## src/rtl/lsu_axi_master.sv

```systemverilog
// AXI-Lite master bridge: turns one outstanding LSU request into an AR/R or AW/W/B
// transaction and returns a single-cycle completion pulse.
module lsu_axi_master #(
  parameter int ADDR_W = 32,
  parameter int DATA_W = 64,
  localparam int STRB_W = DATA_W / 8
) (
  input  logic              clock,
  input  logic              reset,
  input  logic              req_valid,
  output logic              req_ready,
  input  logic              req_wen,
  input  logic [ADDR_W-1:0] req_addr,
  input  logic [DATA_W-1:0] req_wdata,
  input  logic [STRB_W-1:0] req_wstrb,
  output logic              resp_valid,
  output logic [DATA_W-1:0] resp_rdata,
  output logic              resp_err,
  output logic              axi_aw_valid,
  input  logic              axi_aw_ready,
  output logic [ADDR_W-1:0] axi_aw_addr,
  output logic              axi_w_valid,
  input  logic              axi_w_ready,
  output logic [DATA_W-1:0] axi_w_data,
  output logic [STRB_W-1:0] axi_w_strb,
  input  logic              axi_b_valid,
  output logic              axi_b_ready,
  input  logic [1:0]        axi_b_resp,
  output logic              axi_ar_valid,
  input  logic              axi_ar_ready,
  output logic [ADDR_W-1:0] axi_ar_addr,
  input  logic              axi_r_valid,
  output logic              axi_r_ready,
  input  logic [DATA_W-1:0] axi_r_data,
  input  logic [1:0]        axi_r_resp
);

  typedef enum logic [2:0] {
    IDLE,
    WADDR,
    WRESP,
    RADDR,
    RDATA
  } state_t;

  state_t              state_q, state_d;
  logic [ADDR_W-1:0]   addr_q, addr_d;
  logic [DATA_W-1:0]   wdata_q, wdata_d;
  logic [STRB_W-1:0]   wstrb_q, wstrb_d;
  logic                aw_valid_q, aw_valid_d;
  logic                w_valid_q, w_valid_d;
  logic                ar_valid_q, ar_valid_d;
  logic                aw_done_q, aw_done_d;
  logic                w_done_q, w_done_d;
  logic                resp_valid_q, resp_valid_d;
  logic                resp_err_q, resp_err_d;
  logic [DATA_W-1:0]   resp_rdata_q, resp_rdata_d;
  logic                aw_fire, w_fire;

  assign aw_fire = aw_valid_q && axi_aw_ready;
  assign w_fire  = w_valid_q && axi_w_ready;

  always_comb begin
    state_d      = state_q;
    addr_d       = addr_q;
    wdata_d      = wdata_q;
    wstrb_d      = wstrb_q;
    aw_valid_d   = aw_valid_q;
    w_valid_d    = w_valid_q;
    ar_valid_d   = ar_valid_q;
    aw_done_d    = aw_done_q;
    w_done_d     = w_done_q;
    resp_valid_d = 1'b0;
    resp_err_d   = resp_err_q;
    resp_rdata_d = resp_rdata_q;

    case (state_q)
      IDLE: begin
        if (req_valid) begin
          addr_d  = req_addr;
          wdata_d = req_wdata;
          wstrb_d = req_wstrb;
          if (req_wen) begin
            aw_valid_d = 1'b1;
            w_valid_d  = 1'b1;
            aw_done_d  = 1'b0;
            w_done_d   = 1'b0;
            state_d    = WADDR;
          end else begin
            ar_valid_d = 1'b1;
            state_d    = RADDR;
          end
        end
      end
      WADDR: begin
        // AW and W retire independently; leave as soon as both have completed.
        if (aw_fire) begin
          aw_valid_d = 1'b0;
          aw_done_d  = 1'b1;
        end
        if (w_fire) begin
          w_valid_d = 1'b0;
          w_done_d  = 1'b1;
        end
        if ((aw_done_q || aw_fire) && (w_done_q || w_fire)) begin
          state_d = WRESP;
        end
      end
      WRESP: begin
        if (axi_b_valid) begin
          resp_valid_d = 1'b1;
          resp_err_d   = (axi_b_resp != 2'b00);
          resp_rdata_d = '0;
          state_d      = IDLE;
        end
      end
      RADDR: begin
        if (ar_valid_q && axi_ar_ready) begin
          ar_valid_d = 1'b0;
          state_d    = RDATA;
        end
      end
      RDATA: begin
        if (axi_r_valid) begin
          resp_valid_d = 1'b1;
          resp_err_d   = (axi_r_resp != 2'b00);
          resp_rdata_d = axi_r_data;
          state_d      = IDLE;
        end
      end
      default: state_d = IDLE;
    endcase
  end

  always_ff @(posedge clock or posedge reset) begin
    if (reset) begin
      state_q      <= IDLE;
      addr_q       <= '0;
      wdata_q      <= '0;
      wstrb_q      <= '0;
      aw_valid_q   <= 1'b0;
      w_valid_q    <= 1'b0;
      ar_valid_q   <= 1'b0;
      aw_done_q    <= 1'b0;
      w_done_q     <= 1'b0;
      resp_valid_q <= 1'b0;
      resp_err_q   <= 1'b0;
      resp_rdata_q <= '0;
    end else begin
      state_q      <= state_d;
      addr_q       <= addr_d;
      wdata_q      <= wdata_d;
      wstrb_q      <= wstrb_d;
      aw_valid_q   <= aw_valid_d;
      w_valid_q    <= w_valid_d;
      ar_valid_q   <= ar_valid_d;
      aw_done_q    <= aw_done_d;
      w_done_q     <= w_done_d;
      resp_valid_q <= resp_valid_d;
      resp_err_q   <= resp_err_d;
      resp_rdata_q <= resp_rdata_d;
    end
  end

  // Response readies follow the state, so stray responses elsewhere are never taken.
  assign req_ready    = (state_q == IDLE);
  assign axi_b_ready  = (state_q == WRESP);
  assign axi_r_ready  = (state_q == RDATA);
  assign axi_aw_valid = aw_valid_q;
  assign axi_aw_addr  = addr_q;
  assign axi_w_valid  = w_valid_q;
  assign axi_w_data   = wdata_q;
  assign axi_w_strb   = wstrb_q;
  assign axi_ar_valid = ar_valid_q;
  assign axi_ar_addr  = addr_q;
  assign resp_valid   = resp_valid_q;
  assign resp_err     = resp_err_q;
  assign resp_rdata   = resp_rdata_q;

endmodule

```

## config.mk

```make
export PLATFORM = sky130hd
export DESIGN_NAME = lsu_axi_master
export DESIGN_NICKNAME = d
export VERILOG_FILES = /design/src/rtl/lsu_axi_master.sv
export SDC_FILE = /design/constraint.sdc
export NUM_CORES = 1
export LEC_CHECK = 0
export ABC_CLOCK_PERIOD_IN_PS = 5600
export CELL_PAD_IN_SITES_DETAIL_PLACEMENT = 1
export CELL_PAD_IN_SITES_GLOBAL_PLACEMENT = 1
export CORE_ASPECT_RATIO = 0.6
export CORE_UTILIZATION = 27
export DETAILED_ROUTE_END_ITERATION = 6
export PLACE_DENSITY = 0.87
export SYNTH_ARGS = -nofsm -noshare
export SYNTH_HDL_FRONTEND = slang
export SYNTH_SLANG_ARGS = --single-unit
```

## constraint.sdc

```tcl
create_clock -name clock -period 5.6 [get_ports clock]
set_input_delay 1.12 -clock clock [delete_from_list [all_inputs] [get_ports clock]]
set_output_delay 1.12 -clock clock [all_outputs]
set_load 0.05 [all_outputs]
```

==> flow_metrics.py, run 1 <==
metrics = {
    "run_status": {
        "outcome": "completed",
    },
    "route": {
        "ant_nets": 0,
        "drtIter0Drc": 215,
        "drt-total-wl_mm": 22.44,
        "vias_per_cell": 4.477,
        "vias": 5113,
        "first_pass_iters": 4,
        "drc_errors": 0,
        "wl_per_cell_um": 19.65,
    },
    "floorplan": {
        "start_util": 0.2752,
        "io-pin-count": 389,
        "die_h_um": 126.5,
        "die_w_um": 209.5,
        "core-area_mm2": 0.02534,
        "die_area_mm2": 0.02649,
        "core.rowCount": 45,
    },
    "logic_synthesis": {
        "netlist_area_mm2": 0.006973,
        "synth_cell_types": 29,
        "synth-async-reset-ratio": 1.000,
        "synthesis.nets": 631,
        "synth_area_per_cell_um2": 15.50,
        "yosysWarnings": 0,
        "synth_flop_cell": "dfrtp_1",
        "ys_ff_latch": 178,
        "postSynthCellCount": 450,
        "yosysSeqAreaShare": 0.6388,
        "synth-edff-count": 0,
    },
    "place": {
        "gp_congestion": 0.7433,
        "place_area_mm2": 0.01088,
        "io_buffer_count": 388,
        "dp_hpwl_mm": 16.27,
    },
    "clock_tree": {
        "ctsHtreeMaxLevel": 4,
        "cts_resized": 0,
        "clk-insertion-delay-late_ns": 0.44,
        "cts.sinks": 178,
        "cts_root_buffer": "clkbuf_16",
        "cts_tree": "yes",
        "hold_buffers": 0,
        "cts.path.max_buffers": 2,
        "cts.reportedPaths.clkPinSlew_ns": 0.07,
        "cts_setup_buffers": 0,
        "cts_buffers": 17,
    },
    "setup_path": {
        "rr_worst_depth": 4,
        "endpoint_kind": "primary output",
        "rrSetupSlack_ns": 3.24,
        "cp-start-kind": "flip-flop",
        "critPathMaxFanout": 12,
        "r2r-end": "axi_ar_addr[29]",
        "arrival_ns": 2.14,
        "reg2reg_from": "state_q[1]",
        "worstSetupPathType": "reg -> out",
        "required_ns": 4.48,
    },
    "sta": {
        "setup_viol": 0,
        "max_freq_mhz": 306.8,
        "clock_skew_ns": 0.009447,
        "tightest_slew_ns": 1.015,
        "timing.final.crit_share": 0.5821,
        "fin_crit_ns": 3.260,
        "slew_viol_final": 0,
        "hold_violations": 0,
        "whs_ns": 0.4852,
        "max-slew-margin-rel": 0.3233,
        "tns_ns": 0,
        "rsz0062_at_grt": "false",
    },
    "cells_and_area": {
        "area_delta_synth_final_pct": 64.78,
        "fin_area_mm2": 0.01149,
        "area.sequential_mm2": 0.004454,
        "multi_input_area_mm2": 0.002054,
        "nets": 981,
        "final_cell_mix": "clkdlybuf4s50_1, dfrtp_1, mux2_1, a22o_1, mux2_2",
        "layout_commonest_cell": "clkdlybuf4s50_1",
        "drive_gt1_frac": 0.09471,
        "antenna_cells": 0,
        "fillers": 2568,
    },
    "global_route": {
        "grt_pass1_vias": 5537,
        "grtUsageTotal": 0.1709,
        "grt_pass1_wl_mm": 34.06,
        "antenna_found_initial": 0,
        "grt_max_degree": 179,
        "overflow": 0,
    },
    "hold_path": {
        "holdPathEnd": "axi_w_strb[2]",
        "hp-start": "axi_w_strb[2]",
        "hp-class": "reg -> reg",
        "hold_depth": 1,
    },
    "run": {
        "cap_violations": 0,
    },
}
## layout make-up
type | instances | area share
flip-flops and latches | 178 | 0.3877
repair buffers | 392 | 0.3428
multi-input cells | 207 | 0.1788
clock buffers | 21 | 0.04007
well taps | 329 | 0.03583
clock inverters | 11 | 0.01318
inverters | 4 | 0.001633
## synth_stat cells, types with 2 or more instances
cell      number  area [um^2]
buf_6          7        78.83
clkbuf_1       2        7.510
mux2_1        68        765.7
mux2_2        21        236.5
mux2_4        16        240.2
buf_4         43        322.8
dfrtp_1      178         4454
and2_1         2        12.51
inv_1          4        15.01
a31oi_1        4        25.02
a22o_1        66        578.1
nand2_1        5        18.77
nand3b_1       2        15.01
buf_2          9        45.04
nor3b_1        2        15.01
a21o_1         3        22.52
a21oi_1        2        10.01
nor2_1         5        18.77
## registers in the layout, summed over array words and instances, names as in the netlist
name / cells
aw_done_q: 1
axi_ar_addr: 32
axi_ar_valid: 1
axi_w_data: 64
resp_valid: 1
axi_aw_valid: 1
axi_w_valid: 1
w_done_q: 1
resp_rdata: 64
state_q: 3
resp_err: 1
axi_w_strb: 8
## cell families (layout without fill, tap and decap cells)
kind of cell | count (synthesis) | after routing | synth area share
AO/OA/AOI/OAI | 80 | 80 | 0.09707
flip-flops | 178 | 178 | 0.6388
AND/OR/NAND/NOR | 21 | 21 | 0.01723
buffers and inverters | 65 | 428 | 0.06729
multiplexers | 106 | 106 | 0.1796
## how the worst max path moves through the flow
stage,start,endpoint,slack [ns],cells past startpoint
6_report,state_q[1],axi_r_ready,2.34,2
5_1_grt,state_q[2],axi_r_ready,2.23,2
4_1_cts,state_q[1],axi_r_ready,2.30,2
3_5_place_dp,req_valid,axi_ar_addr[29],2.31,4
3_3_place_gp,req_valid,axi_w_data[7],2.40,4
2_1_floorplan,reset,aw_done_q,2.20,1
## worst max-delay path, stage by stage (launching register included)
cell             delay [ns]
dfrtp_1                0.52
nor3b_2                0.32
clkdlybuf4s50_1        0.87
## layer usage
layer / share of wire / vias to the layer above / GRT usage
li1: - / 2283 / -
met1: 0.42 / 2608 / 0.2041
met4: 0.017 / 0 / 0.06741
met2: 0.49 / 199 / 0.2851
met3: 0.074 / 23 / 0.05769
met5: 0 / - / 0
## per-stage QoR
step	setup slack, ns	instances	util
floorplan	2.199	450	-
global placement	2.398	1110	0.4293
detailed placement	2.308	1110	0.4293
CTS	2.298	1142	0.4535
global route	2.227	1142	0.4535
finish	2.340	1142	0.4535
Power of run 1 is left out: the tool's default activity adds up to more than one toggle a clock period on the data nets, which glitch-free logic cannot reach.
==> run 2: changes to the inputs <==
--- a/config.mk
+++ b/config.mk
@@ -5,7 +5,7 @@
 export SDC_FILE = /design/constraint.sdc
 export NUM_CORES = 1
 export LEC_CHECK = 0
-export ABC_CLOCK_PERIOD_IN_PS = 5600
+export ABC_CLOCK_PERIOD_IN_PS = 2800
 export CELL_PAD_IN_SITES_DETAIL_PLACEMENT = 1
 export CELL_PAD_IN_SITES_GLOBAL_PLACEMENT = 1
 export CORE_ASPECT_RATIO = 0.6
==> constraint.sdc (replaced) <==
create_clock -name clock -period 2.8 [get_ports clock]
set_input_delay 0.56 -clock clock [delete_from_list [all_inputs] [get_ports clock]]
set_output_delay 0.56 -clock clock [all_outputs]
set_load 0.05 [all_outputs]
==> run 2 against run 1 <==
Wire length grew 2.7%. Final area grew 0.93%. First-iteration DRC count shrank 7.0%. Count of clock-buffer cells in the layout shrank 1. Critical path type unchanged. Hold slack lost 0.0027 ns. Via count grew 2.5%. Sequential cell count is the same.
==> flow_metrics.py, run 2 (synthesis gave the netlist of run 1 again) <==
metrics = {
    "clock_tree": {
        "clk-insertion-delay-late_ns": 0.43,
        "cts_resized": 0,
        "hold_buffers": 0,
        "cts.path.max_buffers": 2,
        "cts_root_buffer": "clkbuf_16",
        "cts_tree": "yes",
        "cts.reportedPaths.clkPinSlew_ns": 0.07,
        "cts_setup_buffers": 0,
        "cts.sinks": 178,
        "cts_buffers": 17,
        "ctsHtreeMaxLevel": 4,
    },
    "cells_and_area": {
        "fillers": 2581,
        "layout_commonest_cell": "clkdlybuf4s50_1",
        "drive_gt1_frac": 0.1037,
        "nets": 988,
        "area_delta_synth_final_pct": 66.30,
        "final_cell_mix": "clkdlybuf4s50_1, dfrtp_1, mux2_1, a22o_1, mux2_2",
        "fin_area_mm2": 0.01160,
        "final_util": 0.4577,
    },
    "floorplan": {
        "core.rowCount": 45,
        "die_h_um": 126.5,
        "io-pin-count": 389,
        "die_w_um": 209.5,
        "start_util": 0.2752,
        "die_area_mm2": 0.02649,
        "core-area_mm2": 0.02534,
    },
    "place": {
        "place_area_mm2": 0.01099,
        "io_buffer_count": 388,
        "gp_congestion": 0.7893,
        "dp_hpwl_mm": 17.37,
    },
    "global_route": {
        "grt_pass1_wl_mm": 35.53,
        "antenna_found_initial": 0,
        "grt_pass1_vias": 5754,
        "overflow": 0,
        "grtUsageTotal": 0.1781,
        "grt_max_degree": 98,
    },
    "setup_path": {
        "slowest_delay_ns": 0.86,
        "cp_cell_sequence": "nor3b_2 > clkdlybuf4s50_1",
        "critPathMaxFanout": 12,
        "endpoint_kind": "primary output",
        "arrival_ns": 2.15,
        "cp_slowest_cell": "clkdlybuf4s50_1",
        "required_ns": 2.24,
        "worstSetupPathType": "reg -> out",
        "rrSetupSlack_ns": 0.80,
        "cp-start-kind": "flip-flop",
    },
    "route": {
        "first_pass_iters": 4,
        "ant_nets": 0,
        "drtIter0Drc": 200,
        "wl_per_cell_um": 20.04,
        "drc_errors": 0,
        "vias": 5239,
        "drt-total-wl_mm": 23.05,
        "vias_per_cell": 4.556,
    },
    "sta": {
        "max-slew-margin-rel": 0.6015,
        "rsz0062_at_grt": "false",
        "tightest_slew_ns": 0.5958,
        "fin_crit_ns": 2.710,
        "hold_violations": 0,
        "timing.final.crit_share": 0.9680,
        "max_freq_mhz": 368.9,
        "setup_viol": 0,
        "slew_viol_final": 0,
        "clock_skew_ns": 0.007920,
        "whs_ns": 0.4824,
    },
    "run": {
        "cap_violations": 0,
    },
    "hold_path": {
        "hp-class": "reg -> reg",
    },
    "run_status": {
        "outcome": "completed",
    },
}
==> run 2: cell count changes in the layout (fill, tap and decap cells not counted), sizes merged <==
| cell | change |
|---|---|
| clkinv | -1 |
| clkinvlp | +2 |
| diode | +1 |
| inv | +1 |
| buf | +7 |
| bufinv | -1 |
| clkbuf | -1 |
==> run 2: final cells by class <==
class | instances | area [um^2] | area share
clock inverters | 12 | 143.9 | 0.01241
repair buffers | 399 | 4054 | 0.3496
clock buffers | 20 | 456.7 | 0.03938
diodes | 1 | 2.502 | 0.0002158
inverters | 4 | 18.77 | 0.001618
flip-flops and latches | 178 | 4454 | 0.3841
multi-input cells | 207 | 2054 | 0.1772
well taps | 329 | 411.6 | 0.03550
==> run 2: worst paths after layout <==
kind	startpoint	to	depth (start not counted)
worst max-delay path	state_q[1]	axi_r_ready	2
worst min-delay path	axi_w_data[49]	axi_w_data[49]	1
worst max register to register	state_q[1]	axi_w_data[22]	4
worst min register to register	axi_w_data[49]	axi_w_data[49]	1
max in group asynchronous	reset	resp_rdata[25]	3
min in group asynchronous	reset	axi_ar_addr[7]	3
==> run 2: metal layers <==
metal  share of wire  up-vias  GRT usage
li1                -     2301          -
met1            0.41     2712     0.2127
met2            0.50      204     0.2992
met3           0.075       22    0.06858
met4           0.014        0    0.05152
met5               0        -          0
==> run 2: stage by stage <==
step                setup slack [ns]  cells  TNS (ns)
floorplan                   -0.04061    450    -7.229
global placement              0.5495   1117         0
detailed placement            0.5027   1117         0
CTS                          0.07700   1149         0
global route                 0.02546   1149         0
finish                       0.08954   1150         0
==> run 2: critical path: cells and delay by family, from the launching register on <==
kind	cells	cell delay, ns
buffers and inverters	1	0.86
DFF	1	0.53
and+or+nand+nor	1	0.33
Power of run 2 is left out for the same reason.
==> run 3: changes to the inputs <==
--- a/config.mk
+++ b/config.mk
@@ -5,13 +5,16 @@
 export SDC_FILE = /design/constraint.sdc
 export NUM_CORES = 1
 export LEC_CHECK = 0
+export ABC_AREA = 1
 export ABC_CLOCK_PERIOD_IN_PS = 2800
 export CELL_PAD_IN_SITES_DETAIL_PLACEMENT = 1
 export CELL_PAD_IN_SITES_GLOBAL_PLACEMENT = 1
 export CORE_ASPECT_RATIO = 0.6
-export CORE_UTILIZATION = 27
+export CORE_UTILIZATION = 25
+export CTS_CLUSTER_SIZE = 40
 export DETAILED_ROUTE_END_ITERATION = 6
-export PLACE_DENSITY = 0.87
+export PLACE_DENSITY = 0.86
 export SYNTH_ARGS = -nofsm -noshare
 export SYNTH_HDL_FRONTEND = slang
 export SYNTH_SLANG_ARGS = --single-unit
+export TNS_END_PERCENT = 50
==> run 3 against run 2 <==
First-iteration DRC count increased by 98%. Global-route usage increased by 0.29 points. Critical endpoint is now req_ready. Fmax increased by 3.2%. Core utilization decreased by 4.3 points. Highest routed layer unchanged. Sequential share of layout area decreased by 1.1 points. Setup slack improved by 0.085 ns. Critical path depth increased by 2. Via count increased by 31%. Die area increased by 13%.
==> flow_metrics.py, run 3 <==
metrics = {
    "logic_synthesis": {
        "synth-edff-count": 0,
        "synth_top_area_frac": 0.6078,
        "yosysWarnings": 0,
        "ys_ff_latch": 178,
        "synthTopCellsByCount": "nand2_1, dfrtp_1, nand3_1, buf_4, buf_2",
        "synth_area_per_cell_um2": 8.851,
        "synth-async-reset-ratio": 1.000,
        "yosysSeqAreaShare": 0.6078,
        "synth_area_leaders": "dfrtp_1, nand2_1, nand3_1",
        "synth_cell_types": 19,
        "yosys.cell_count.top_type": "nand2_1",
        "synth.largest_area_cell": "dfrtp_1",
        "synth_flop_cell": "dfrtp_1",
        "postSynthCellCount": 828,
        "synthesis.nets": 1009,
        "netlist_area_mm2": 0.007328,
    },
    "global_route": {
        "grt_pass1_wl_mm": 41.87,
        "grt_max_degree": 102,
        "overflow": 0,
        "grtUsageTotal": 0.1810,
        "antenna_found_initial": 1,
        "grt_pass1_vias": 7176,
    },
    "cells_and_area": {
        "fin_area_mm2": 0.01192,
        "drive_gt1_frac": 0.04835,
        "fillers": 3319,
        "final_util": 0.4144,
        "final_cell_mix": "nand2_1, clkdlybuf4s50_1, dfrtp_1, nand3_1, clkbuf_16",
        "instances_no_fill": 1555,
        "layout_commonest_cell": "nand2_1",
        "area_delta_synth_final_pct": 62.69,
        "nets": 1347,
    },
    "place": {
        "pre_cts_ws_ns": 0.5958,
        "dp_hpwl_mm": 19.72,
        "gp_congestion": 0.7892,
        "place_area_mm2": 0.01132,
        "dp.cells": 1522,
        "io_buffer_count": 388,
    },
    "power_and_ir_drop": {
        "p_leak_nw": 5.737,
        "p_per_area_mw_per_mm2": 1450,
        "vdd.ir_drop.worst_v": 0.0005591,
        "power_mw": 17.29,
    },
    "clock_tree": {
        "cts.path.max_buffers": 2,
        "cts.sinks": 178,
        "clk-insertion-delay-late_ns": 0.44,
        "cts_setup_buffers": 0,
        "cts.reportedPaths.clkPinSlew_ns": 0.07,
        "hold_buffers": 0,
        "cts_resized": 0,
        "cts_tree": "yes",
        "cts_buffers": 17,
        "ctsHtreeMaxLevel": 4,
        "cts_root_buffer": "clkbuf_16",
    },
    "setup_path": {
        "path_buf_inv": 2,
        "endpoint_kind": "primary output",
        "crit_cells": 4,
        "cp-start-kind": "flip-flop",
        "arrival_ns": 2.07,
        "rrSetupSlack_ns": 0.78,
        "slowest_delay_ns": 0.81,
        "rr_worst_depth": 8,
        "r2r-end": "resp_err",
        "worstSetupPathType": "reg -> out",
        "required_ns": 2.24,
        "critPathMaxFanout": 5,
        "cp_slowest_cell": "clkdlybuf4s50_1",
        "path_delay_family": "buffers and inverters",
        "reg2reg_from": "state_q[1]",
        "cp_cell_sequence": "nor2_2 > nand2_2 > inv_1 > clkdlybuf4s50_1",
    },
    "floorplan": {
        "die_w_um": 223.0,
        "core-area_mm2": 0.02877,
        "start_util": 0.2547,
        "core.rowCount": 48,
        "die_h_um": 134.6,
        "die_area_mm2": 0.03002,
        "io-pin-count": 389,
    },
    "sta": {
        "rsz0062_at_grt": "false",
        "tightest_slew_ns": 0.7508,
        "whs_ns": 0.3660,
        "tns_ns": 0,
        "hold_violations": 0,
        "slew_viol_final": 0,
        "setup_ws_ns": 0.1744,
        "clock_skew_ns": 0.009880,
        "timing.final.crit_share": 0.9377,
        "max_freq_mhz": 380.9,
        "max-slew-margin-rel": 0.4994,
        "fin_crit_ns": 2.626,
        "setup_viol": 0,
    },
    "hold_path": {
        "hp-class": "in -> async",
    },
    "route": {
        "ant_nets": 0,
        "vias_per_cell": 4.412,
        "vias": 6861,
        "wl_per_cell_um": 17.40,
        "first_pass_iters": 4,
        "drc_errors": 0,
        "drt-total-wl_mm": 27.06,
        "drtIter0Drc": 395,
    },
    "run": {
        "cap_violations": 0,
    },
    "run_status": {
        "outcome": "completed",
    },
}
[run 3: worst max path at each step]
stage / from / to / slack (ns)
4_1_cts: state_q[1] / req_ready / 0.14
6_report: state_q[1] / req_ready / 0.17
3_5_place_dp: req_valid / axi_w_data[39] / 0.60
2_1_floorplan: reset / aw_done_q / -0.04
3_3_place_gp: req_valid / axi_w_data[35] / 0.65
5_1_grt: state_q[1] / req_ready / 0.08
[run 3: cell type report]
type	instances	area (um^2)	area share
sequential	178	4454	0.3736
timing repair buffer	401	4049	0.3396
multi-input combinational	555	2296	0.1926
tap	375	469.2	0.03935
clock buffer	17	425.4	0.03568
clock inverter	15	172.7	0.01448
inverter	13	53.80	0.004513
antenna	1	2.502	0.0002099
[run 3: kinds of logic after synthesis]
family,Yosys count,synth area share
simple gates,543,0.3037
flops,178,0.6078
buf+inv,95,0.07956
compound gates,12,0.008879
[run 3: routing by layer]
layer	part of all wire	up-vias	track usage	wire [um]
met4	0.018	0	0.05517	484
met1	0.44	3398	0.2312	11910
li1	-	3248	-	-
met3	0.057	34	0.05505	1541
met5	0	-	0	0
met2	0.48	181	0.2948	13120
[run 3: worst reg2reg max path, stage by stage (launching register included)]
cell	delay, ns
dfrtp_1	0.45
nor2_1	0.09
nand2_1	0.15
inv_2	0.16
nand2_2	0.08
buf_4	0.59
nand2_1	0.21
nor2_1	0.13
a21oi_1	0.05
[run 3: report_power, final]
group	leakage [nW]	switching [mW]	internal, mW
registers	2.29	0.765	3.74
clock network	0.295	1.15	1.35
logic	3.16	7.13	3.16
total	5.74	9.04	8.25
Power figures use the tool's default switching activity.
